===== src/rtl/fifo_ctrl_param.sv =====
// fifo_ctrl_param: parametrised single-clock FIFO. Contains the controller FSM,
// wrap-around pointers, an occupancy counter and the storage array in one block.
//
// Ports:
//   clk, rst       clock (rising edge), asynchronous active-high reset
//   clr            synchronous flush; returns to INIT, pointers, count and errors cleared
//   we, wdata      write request and data
//   re             read request
//   rdata, rvalid  registered read data; rvalid pulses one cycle per accepted read
//   full, empty    count == DEPTH, count == 0 (registered)
//   almost_full    count >= AF_LEVEL (registered)
//   almost_empty   count <= AE_LEVEL (registered)
//   count          occupancy 0..DEPTH
//   overflow       sticky: a write was dropped while full
//   underflow      sticky: a read was dropped while empty
module fifo_ctrl_param #(
    parameter int unsigned DATA_W   = 8,
    parameter int unsigned ADDR_W   = 4,
    parameter int unsigned AF_LEVEL = 12,
    parameter int unsigned AE_LEVEL = 2
) (
    input  logic              clk,
    input  logic              rst,
    input  logic              clr,
    input  logic              we,
    input  logic [DATA_W-1:0] wdata,
    input  logic              re,
    output logic [DATA_W-1:0] rdata,
    output logic              rvalid,
    output logic              full,
    output logic              empty,
    output logic              almost_full,
    output logic              almost_empty,
    output logic [ADDR_W:0]   count,
    output logic              overflow,
    output logic              underflow
);

    localparam int unsigned     DEPTH     = 2 ** ADDR_W;
    localparam logic [ADDR_W:0] DEPTH_CNT = DEPTH[ADDR_W:0];
    localparam logic [ADDR_W:0] AF_CNT    = AF_LEVEL[ADDR_W:0];
    localparam logic [ADDR_W:0] AE_CNT    = AE_LEVEL[ADDR_W:0];
    localparam logic [ADDR_W:0] CNT_ONE   = 1;
    localparam logic [ADDR_W-1:0] PTR_ONE = 1;

    typedef enum logic [0:0] {StInit, StRun} state_e;

    state_e              state_q, state_d;
    logic [ADDR_W-1:0]   wr_ptr_q, wr_ptr_d;
    logic [ADDR_W-1:0]   rd_ptr_q, rd_ptr_d;
    logic [ADDR_W:0]     count_q, count_d;
    logic                full_q, empty_q, afull_q, aempty_q;
    logic                full_d, empty_d, afull_d, aempty_d;
    logic                ovf_q, ovf_d, unf_q, unf_d;
    logic                rvalid_q;
    logic [DATA_W-1:0]   rdata_q;
    logic [DATA_W-1:0]   mem [DEPTH];

    logic in_run;
    logic wr_acc;
    logic rd_acc;

    // Acceptance uses the registered (pre-edge) flags only, so no path from
    // we/re reaches an output combinationally.
    assign in_run = (state_q == StRun) && !clr;
    assign wr_acc = in_run && we && !full_q;
    assign rd_acc = in_run && re && !empty_q;

    always_comb begin
        state_d  = state_q;
        wr_ptr_d = wr_ptr_q;
        rd_ptr_d = rd_ptr_q;
        count_d  = count_q;
        ovf_d    = ovf_q;
        unf_d    = unf_q;

        if (clr) begin
            state_d  = StInit;
            wr_ptr_d = '0;
            rd_ptr_d = '0;
            count_d  = '0;
            ovf_d    = 1'b0;
            unf_d    = 1'b0;
        end else begin
            unique case (state_q)
                StInit: state_d = StRun;
                StRun: begin
                    if (we && full_q)  ovf_d = 1'b1;
                    if (re && empty_q) unf_d = 1'b1;
                    if (wr_acc) wr_ptr_d = wr_ptr_q + PTR_ONE;
                    if (rd_acc) rd_ptr_d = rd_ptr_q + PTR_ONE;
                    unique case ({wr_acc, rd_acc})
                        2'b10:   count_d = count_q + CNT_ONE;
                        2'b01:   count_d = count_q - CNT_ONE;
                        default: count_d = count_q;
                    endcase
                end
                default: state_d = StInit;
            endcase
        end

        // Flags follow next-count so they line up with count after the edge.
        full_d   = (count_d == DEPTH_CNT);
        empty_d  = (count_d == '0);
        afull_d  = (count_d >= AF_CNT);
        aempty_d = (count_d <= AE_CNT);
    end

    always_ff @(posedge clk or posedge rst) begin
        if (rst) begin
            state_q  <= StInit;
            wr_ptr_q <= '0;
            rd_ptr_q <= '0;
            count_q  <= '0;
            full_q   <= 1'b0;
            empty_q  <= 1'b1;
            afull_q  <= 1'b0;
            aempty_q <= 1'b1;
            ovf_q    <= 1'b0;
            unf_q    <= 1'b0;
            rvalid_q <= 1'b0;
            rdata_q  <= '0;
        end else begin
            state_q  <= state_d;
            wr_ptr_q <= wr_ptr_d;
            rd_ptr_q <= rd_ptr_d;
            count_q  <= count_d;
            full_q   <= full_d;
            empty_q  <= empty_d;
            afull_q  <= afull_d;
            aempty_q <= aempty_d;
            ovf_q    <= ovf_d;
            unf_q    <= unf_d;
            rvalid_q <= rd_acc;
            if (rd_acc) rdata_q <= mem[rd_ptr_q];
        end
    end

    // Storage is deliberately not reset.
    always_ff @(posedge clk) begin
        if (wr_acc) mem[wr_ptr_q] <= wdata;
    end

    assign rdata        = rdata_q;
    assign rvalid       = rvalid_q;
    assign full         = full_q;
    assign empty        = empty_q;
    assign almost_full  = afull_q;
    assign almost_empty = aempty_q;
    assign count        = count_q;
    assign overflow     = ovf_q;
    assign underflow    = unf_q;

endmodule


===== config.mk =====
export PLATFORM = sky130hd
export DESIGN_NAME = fifo_ctrl_param
export DESIGN_NICKNAME = d
export VERILOG_FILES = /design/src/rtl/fifo_ctrl_param.sv
export SDC_FILE = /design/constraint.sdc
export NUM_CORES = 1
export LEC_CHECK = 0
export ABC_AREA = 1
export BUFFER_PORTS_ARGS = -buffer_cell sky130_fd_sc_hd__buf_2
export CAP_MARGIN = 25
export CELL_PAD_IN_SITES_DETAIL_PLACEMENT = 1
export CELL_PAD_IN_SITES_GLOBAL_PLACEMENT = 1
export CORE_ASPECT_RATIO = 1.5
export CORE_MARGIN = 10
export CORE_UTILIZATION = 44
export DETAILED_ROUTE_END_ITERATION = 8
export HOLD_SLACK_MARGIN = 0.03
export PLACE_DENSITY_LB_ADDON = 0.05
export SYNTH_ARGS = -nofsm -noshare
export SYNTH_HDL_FRONTEND = slang
export SYNTH_SLANG_ARGS = --single-unit

===== constraint.sdc =====
create_clock -name clk -period 2.3 [get_ports clk]
set_input_delay 0.46 -clock clk [delete_from_list [all_inputs] [get_ports clk]]
set_output_delay 0.46 -clock clk [all_outputs]
set_load 0.02 [all_outputs]

Word level (Yosys, flattened, before mapping)

Memory sizes are Yosys's and may differ from the RTL's. A register that Yosys moved wholly into a read port is not among the register bits.
Cells that the tools add are included.

Bits in registers: 21
Bits in writable memories: 128
Input bits: 13
Word-level logic and storage cells: 59
Memories: 1

Add/subtract/negate cells: 4
Order comparisons: 2
Eq/ne operators: 3
Mux-type cells: 18
Reductions and logical operators: 20

Memory list:

| memory | words | width | rd ports | clocked after memory_dff | write ports | RTL line | RTL |
|---|---|---|---|---|---|---|---|
| mem    | 16    | 8     | 1        | 1                        | 1           | 57       | `logic [DATA_W-1:0] mem [DEPTH];` |

Operators with widths:

| operator            | count |
|---|---|
| $mux 4              | 6 |
| $mux 5              | 2 |
| $pmux 5 s2          | 1 |
| $reduce_bool 2->1   | 5 |
| $mux 1              | 9 |
| $add 4x1->4 const B | 2 |
| $reduce_and 2->1    | 4 |
| $logic_and 1x1->1   | 7 |
| $add 5x1->5 const B | 1 |
| $eq 5x5->1 const B  | 1 |
| $ge 5x4->1 const B  | 1 |
| $le 5x2->1 const B  | 1 |
| $logic_not 5->1     | 1 |
| $sub 5x1->5 const B | 1 |
| $logic_not 1->1     | 3 |
| $eq 2x1->1 const B  | 1 |
| $eq 2x2->1 const B  | 1 |

Longest topological paths before layout

Depth in word-level cells: 9
Gate-level depth with buffers: 19
Depth with buffers taken out: 19

Worst setup path before layout

OpenSTA, ideal clock, no wires.

Path kind: input to register
From: in clr
To: reg aempty_q (netlist: almost_empty)
Arrival time: 2.338 ns
Required time: 2.223 ns
Slack: -0.115 ns
Stages on the path: 17
Buffers on the path: 1
Path through: inv_2 -> nand3_1 -> nor2_1 -> buf_2 -> ha_1 -> nor2_1 -> nor2_1 -> ha_1 -> inv_1 -> nand2_1 -> nand3_1 -> nand3_1 -> nand3_1 -> nand2_1 -> inv_1 -> nor2_2 -> nor2_1

Longest elaborated chain between the ends: 9
Elaborated cells on any way between the ends: 12

RTL lines:

| what                                            | RTL line | RTL |
|---|---|---|
| start, declared                                 | 24       | `input logic clr,` |
| $logic_not 1->1 *                               | 65       | `assign in_run = (state_q == StRun) && !clr;` |
| $logic_and 1x1->1 *                             | 65       |  |
| $logic_and 1x1->1 * (2 in a row)                | 67       | `assign rd_acc = in_run && re && !empty_q;` |
| net rd_acc                                      | 61       | `logic rd_acc;` |
| $eq 2x1->1 / $eq 2x2->1 (equally long branches) | 92       | `unique case ({wr_acc, rd_acc})` |
| $pmux 5 s2 *                                    | 92       |  |
| $mux 5 *                                        | 85       | `unique case (state_q)` |
| $mux 5 *                                        | 77       | `if (clr) begin` |
| net count_d[4]                                  | 51       | `logic [ADDR_W:0] count_q, count_d;` |
| $le 5x2->1 *                                    | 106      | `aempty_d = (count_d <= AE_CNT);` |
| net aempty_d                                    | 53       | `logic full_d, empty_d, afull_d, aempty_d;` |
| end signal, assigned                            | 131      | `aempty_q <= aempty_d;` |
| end, declared                                   | 52       | `logic full_q, empty_q, afull_q, aempty_q;` |

The timed path passes the listed nets; every way through them passes the cells marked *.
A chain may end at the register's enable or synchronous reset.

Worst setup path after layout

From: reg state_q
To: reg full_q (netlist: full)

Longest elaborated chain between the ends: 8
Elaborated cells on any way between the ends: 11

RTL lines:

| what                                                     | RTL line | RTL |
|---|---|---|
| start, declared                                          | 48       | `state_e state_q, state_d;` |
| start signal, assigned                                   | 111      | `state_q <= StInit;` |
| start signal, assigned                                   | 124      | `state_q <= state_d;` |
| $logic_and 1x1->1                                        | 65       |  |
| $logic_and 1x1->1, on equally long branches (2 in a row) | 67, 66   |  |
| $eq 2x1->1 / $eq 2x2->1 (equally long branches)          | 92       |  |
| $pmux 5 s2                                               | 92       |  |
| $mux 5 *                                                 | 85       |  |
| $mux 5 *                                                 | 77       |  |
| $eq 5x5->1 *                                             | 103      | `full_d = (count_d == DEPTH_CNT);` |
| net full_d                                               | 53       |  |
| end signal, assigned                                     | 128      | `full_q <= full_d;` |
| end, declared                                            | 52       |  |

Marks and branches as above.

==> out/metrics.yaml <==
ios: 33
crit_fanout: 4
antenna_cells: 0
multi_input_area_sq_mm: 0.001735
hp-class: "primary input to asynchronous set/reset pin"
seq_area_sq_mm: 0.004574
grt_pass1_vias: 4780
max_slew_margin_pct: 60.71
cp_common_cell: "nand2_1"
dieWidth_um: 119.4
vdd_ir_drop_max_mv: 0.5036
utilization_pct: 53.20
crit_path_start_kind: "flip-flop"
die-area_sq_mm: 0.02020
worstPathCellList: "buf_4 > nand3_2 > nor2_4 > ha_4 > buf_4 > inv_2 > nand2_1 > nand2_1 > nand3_1 > nand2_1 > nand2_1 > nand3_1 > nand2_1 > nand3_2 > nor2_1"
syn_area_sq_mm: 0.006524
dp_cells: 798
portBuffers: 32
seq_area_frac_synth_pct: 70.08
layout.nets: 646
grt_usage_pct: 17.02
drv_slew: 0
fin_cells: 834
critPathTopFamily: "simple AND/OR/NAND/NOR gates"
rr_startpoint: "state_q"
cp-end-kind: "flip-flop"
powerDensity_mw_per_mm2: 820.4
clkTransAtPathRegs_ns: 0.06
die_h_um: 169.1
ctsHoldBuffers: 0
ys_seq_elements: 157
row_count: 54
vias: 4438
p_leak_nw: 2.953
area_delta_synth_final_pct: 18.45
outcome: "completed"
cts-root-buf: "clkbuf_16"
finalCritPeriodShare_pct: 93.44
synth_cell_types: 24
timing.fmax_ghz: 0.4653
drive_gt1_share_pct: 19.28
wl_um: 16520
clk_latency_ns: 0.42
grt.overflow.total: 0
post-route-min-period_ns: 2.149
grt_max_degree: 67
path_class: "flip-flop to flip-flop"
crit_start: "state_q"
finalClockSkew_ns: 0.007284
dp_hpwl_um: 11320
n_fill_cell: 1550
required_ns: 2.64
vias_per_cell: 5.321
coreArea_sq_mm: 0.01453
cts_tree: "built"
drtAntennaViolNets: 0
syn_area_per_cell_sq_um: 11.59
cp_slowest_cell: "dfrtp_1"
grt_pass1_wl_um: 26400
timing_hold_violations_final: 0
antenna_found_initial: 0
grt_setup_unrepaired: "true"
ctsHtreeMaxLevel: 4
start_util_pct: 44.91
cap_violations: 0
cts_buffers: 17
tightest_slew_ns: 0.5887
firstDrtPassIters: 4
clock_path_buffers: 2
cp.arrival_ns: 2.49
syn_nets: 584
cts.sinks: 157
critPathMaxStageDelay_ns: 0.39
path_buf_inv: 3
setup_viol: 0
yosys_warnings: 0
drtIter0Drc: 234
gp_congestion: 0.8477
wl_per_cell_um: 19.81
synthCells: 563
drc: 0
==> cell usage in the layout (no fill, tap or decap), drive strengths merged <==
master,count
a21oi,6
a22o,1
buf,70
bufinv,1
clkbuf,21
clkinv,6
dfrtp,27
dfstp,2
edfxtp,128
ha,8
inv,33
nand2,67
nand3,28
nand4,3
nor2,125
o211ai,32
o21ai,79
xor2,1
==> registers in the layout, summed over array words and instances, names as in the netlist <==
register,flops
rvalid,1
state_q,1
wr_ptr_q,4
count,5
full,1
rd_ptr_q,4
rdata,8
overflow,1
underflow,1
empty,1
almost_empty,1
mem,128
almost_full,1
==> worst min-delay path: cells and delay by family <==
kind,cells,cell delay [ns]
buffers and inverters,3,0.47
==> final timing paths <==
check | end | slack, ns | depth (start not counted)
worst min-delay path | rdata[5] | 0.10 | 3
worst min register to register | rdata[7] | 0.48 | 2
worst max-delay path | full | 0.15 | 15
max in group asynchronous | almost_empty | 1.87 | 3
min in group clk | underflow | 0.38 | 3
worst max register to register | full | 0.15 | 15
==> cell usage after synthesis <==
| master | instances | share of area, % |
|---|---|---|
| edfxtp_1 | 128 | 59 |
| nor2_1 | 122 | 7.0 |
| o21ai_0 | 68 | 5.2 |
| nand2_1 | 67 | 3.9 |
| o211ai_1 | 32 | 3.7 |
| nand3_1 | 28 | 2.1 |
| dfrtp_1 | 27 | 10 |
| inv_1 | 24 | 1.4 |
| o21ai_1 | 11 | 0.84 |
| buf_2 | 10 | 0.77 |
| ha_1 | 8 | 1.5 |
| clkbuf_1 | 7 | 0.40 |
| a21oi_1 | 6 | 0.46 |
| buf_6 | 5 | 0.86 |
| buf_4 | 4 | 0.46 |
| inv_2 | 4 | 0.23 |
| nand4_1 | 3 | 0.29 |
| dfstp_2 | 2 | 0.81 |
| nor2_2 | 2 | 0.19 |
| a22o_1 | 1 | 0.13 |
| clkbuf_2 | 1 | 0.077 |
| clkinv_1 | 1 | 0.057 |
| nor2_4 | 1 | 0.17 |
| xor2_1 | 1 | 0.13 |
==> per-stage QoR <==
stage	hold WS [ns]	TNS, ns	power (mW)	area (sq um)	setup WS [ns]
after floorplan	0.5264	0	3.467	6529	0.009593
after global placement	0.4624	-0.01092	3.637	7047	-0.007926
after detailed placement	0.4647	-0.7823	3.650	7047	-0.1700
after CTS	0.1034	0	6.396	7632	0.06974
after global routing	0.1125	-0.1060	6.573	7727	-0.03449
final	0.1022	0	6.339	7727	0.1510
==> layer usage <==
layer  GRT usage (%)  share of wire, %  wire [um]
met1           18.35                39       6369
met2           32.01                57       9365
met3           3.663               3.4        562
met4           5.684               1.3        223
met5               0                 0          0
==> logic make-up (layout without fill, tap and decap cells) <==
logic type	count (synthesis)	in the layout	synth area share, %
adders and majority gates	8	8	1.534
buffers and inverters	56	131	4.239
xor gates and xnor gates	1	1	0.1343
AOI/OAI and AO/OA	118	118	10.34
DFF	157	157	70.08
and+or+nand+nor	223	223	13.67
==> report_power, final <==
group	leakage (nW)	internal [mW]	total, mW	switching (mW)
Combinational	1.13	0.125	0.402	0.277
Sequential	1.53	3.15	3.19	0.0412
Clock	0.294	1.62	2.75	1.13
==> final cells by class <==
cell class	count	area share, %
Sequential cell	157	59.20
Multi-Input combinational cell	350	22.46
Clock buffer	21	6.234
Timing Repair Buffer	70	6.185
Tap cell	196	3.174
Inverter	29	1.409
Clock inverter	11	1.344
==> what timing repair did <==
action                                  4_1_cts  5_1_grt
endpoints found under the setup margin        0        6
gates resized for setup                       0       20
setup buffers                                 0        4
Note: power is estimated with default switching activity, not from simulation.
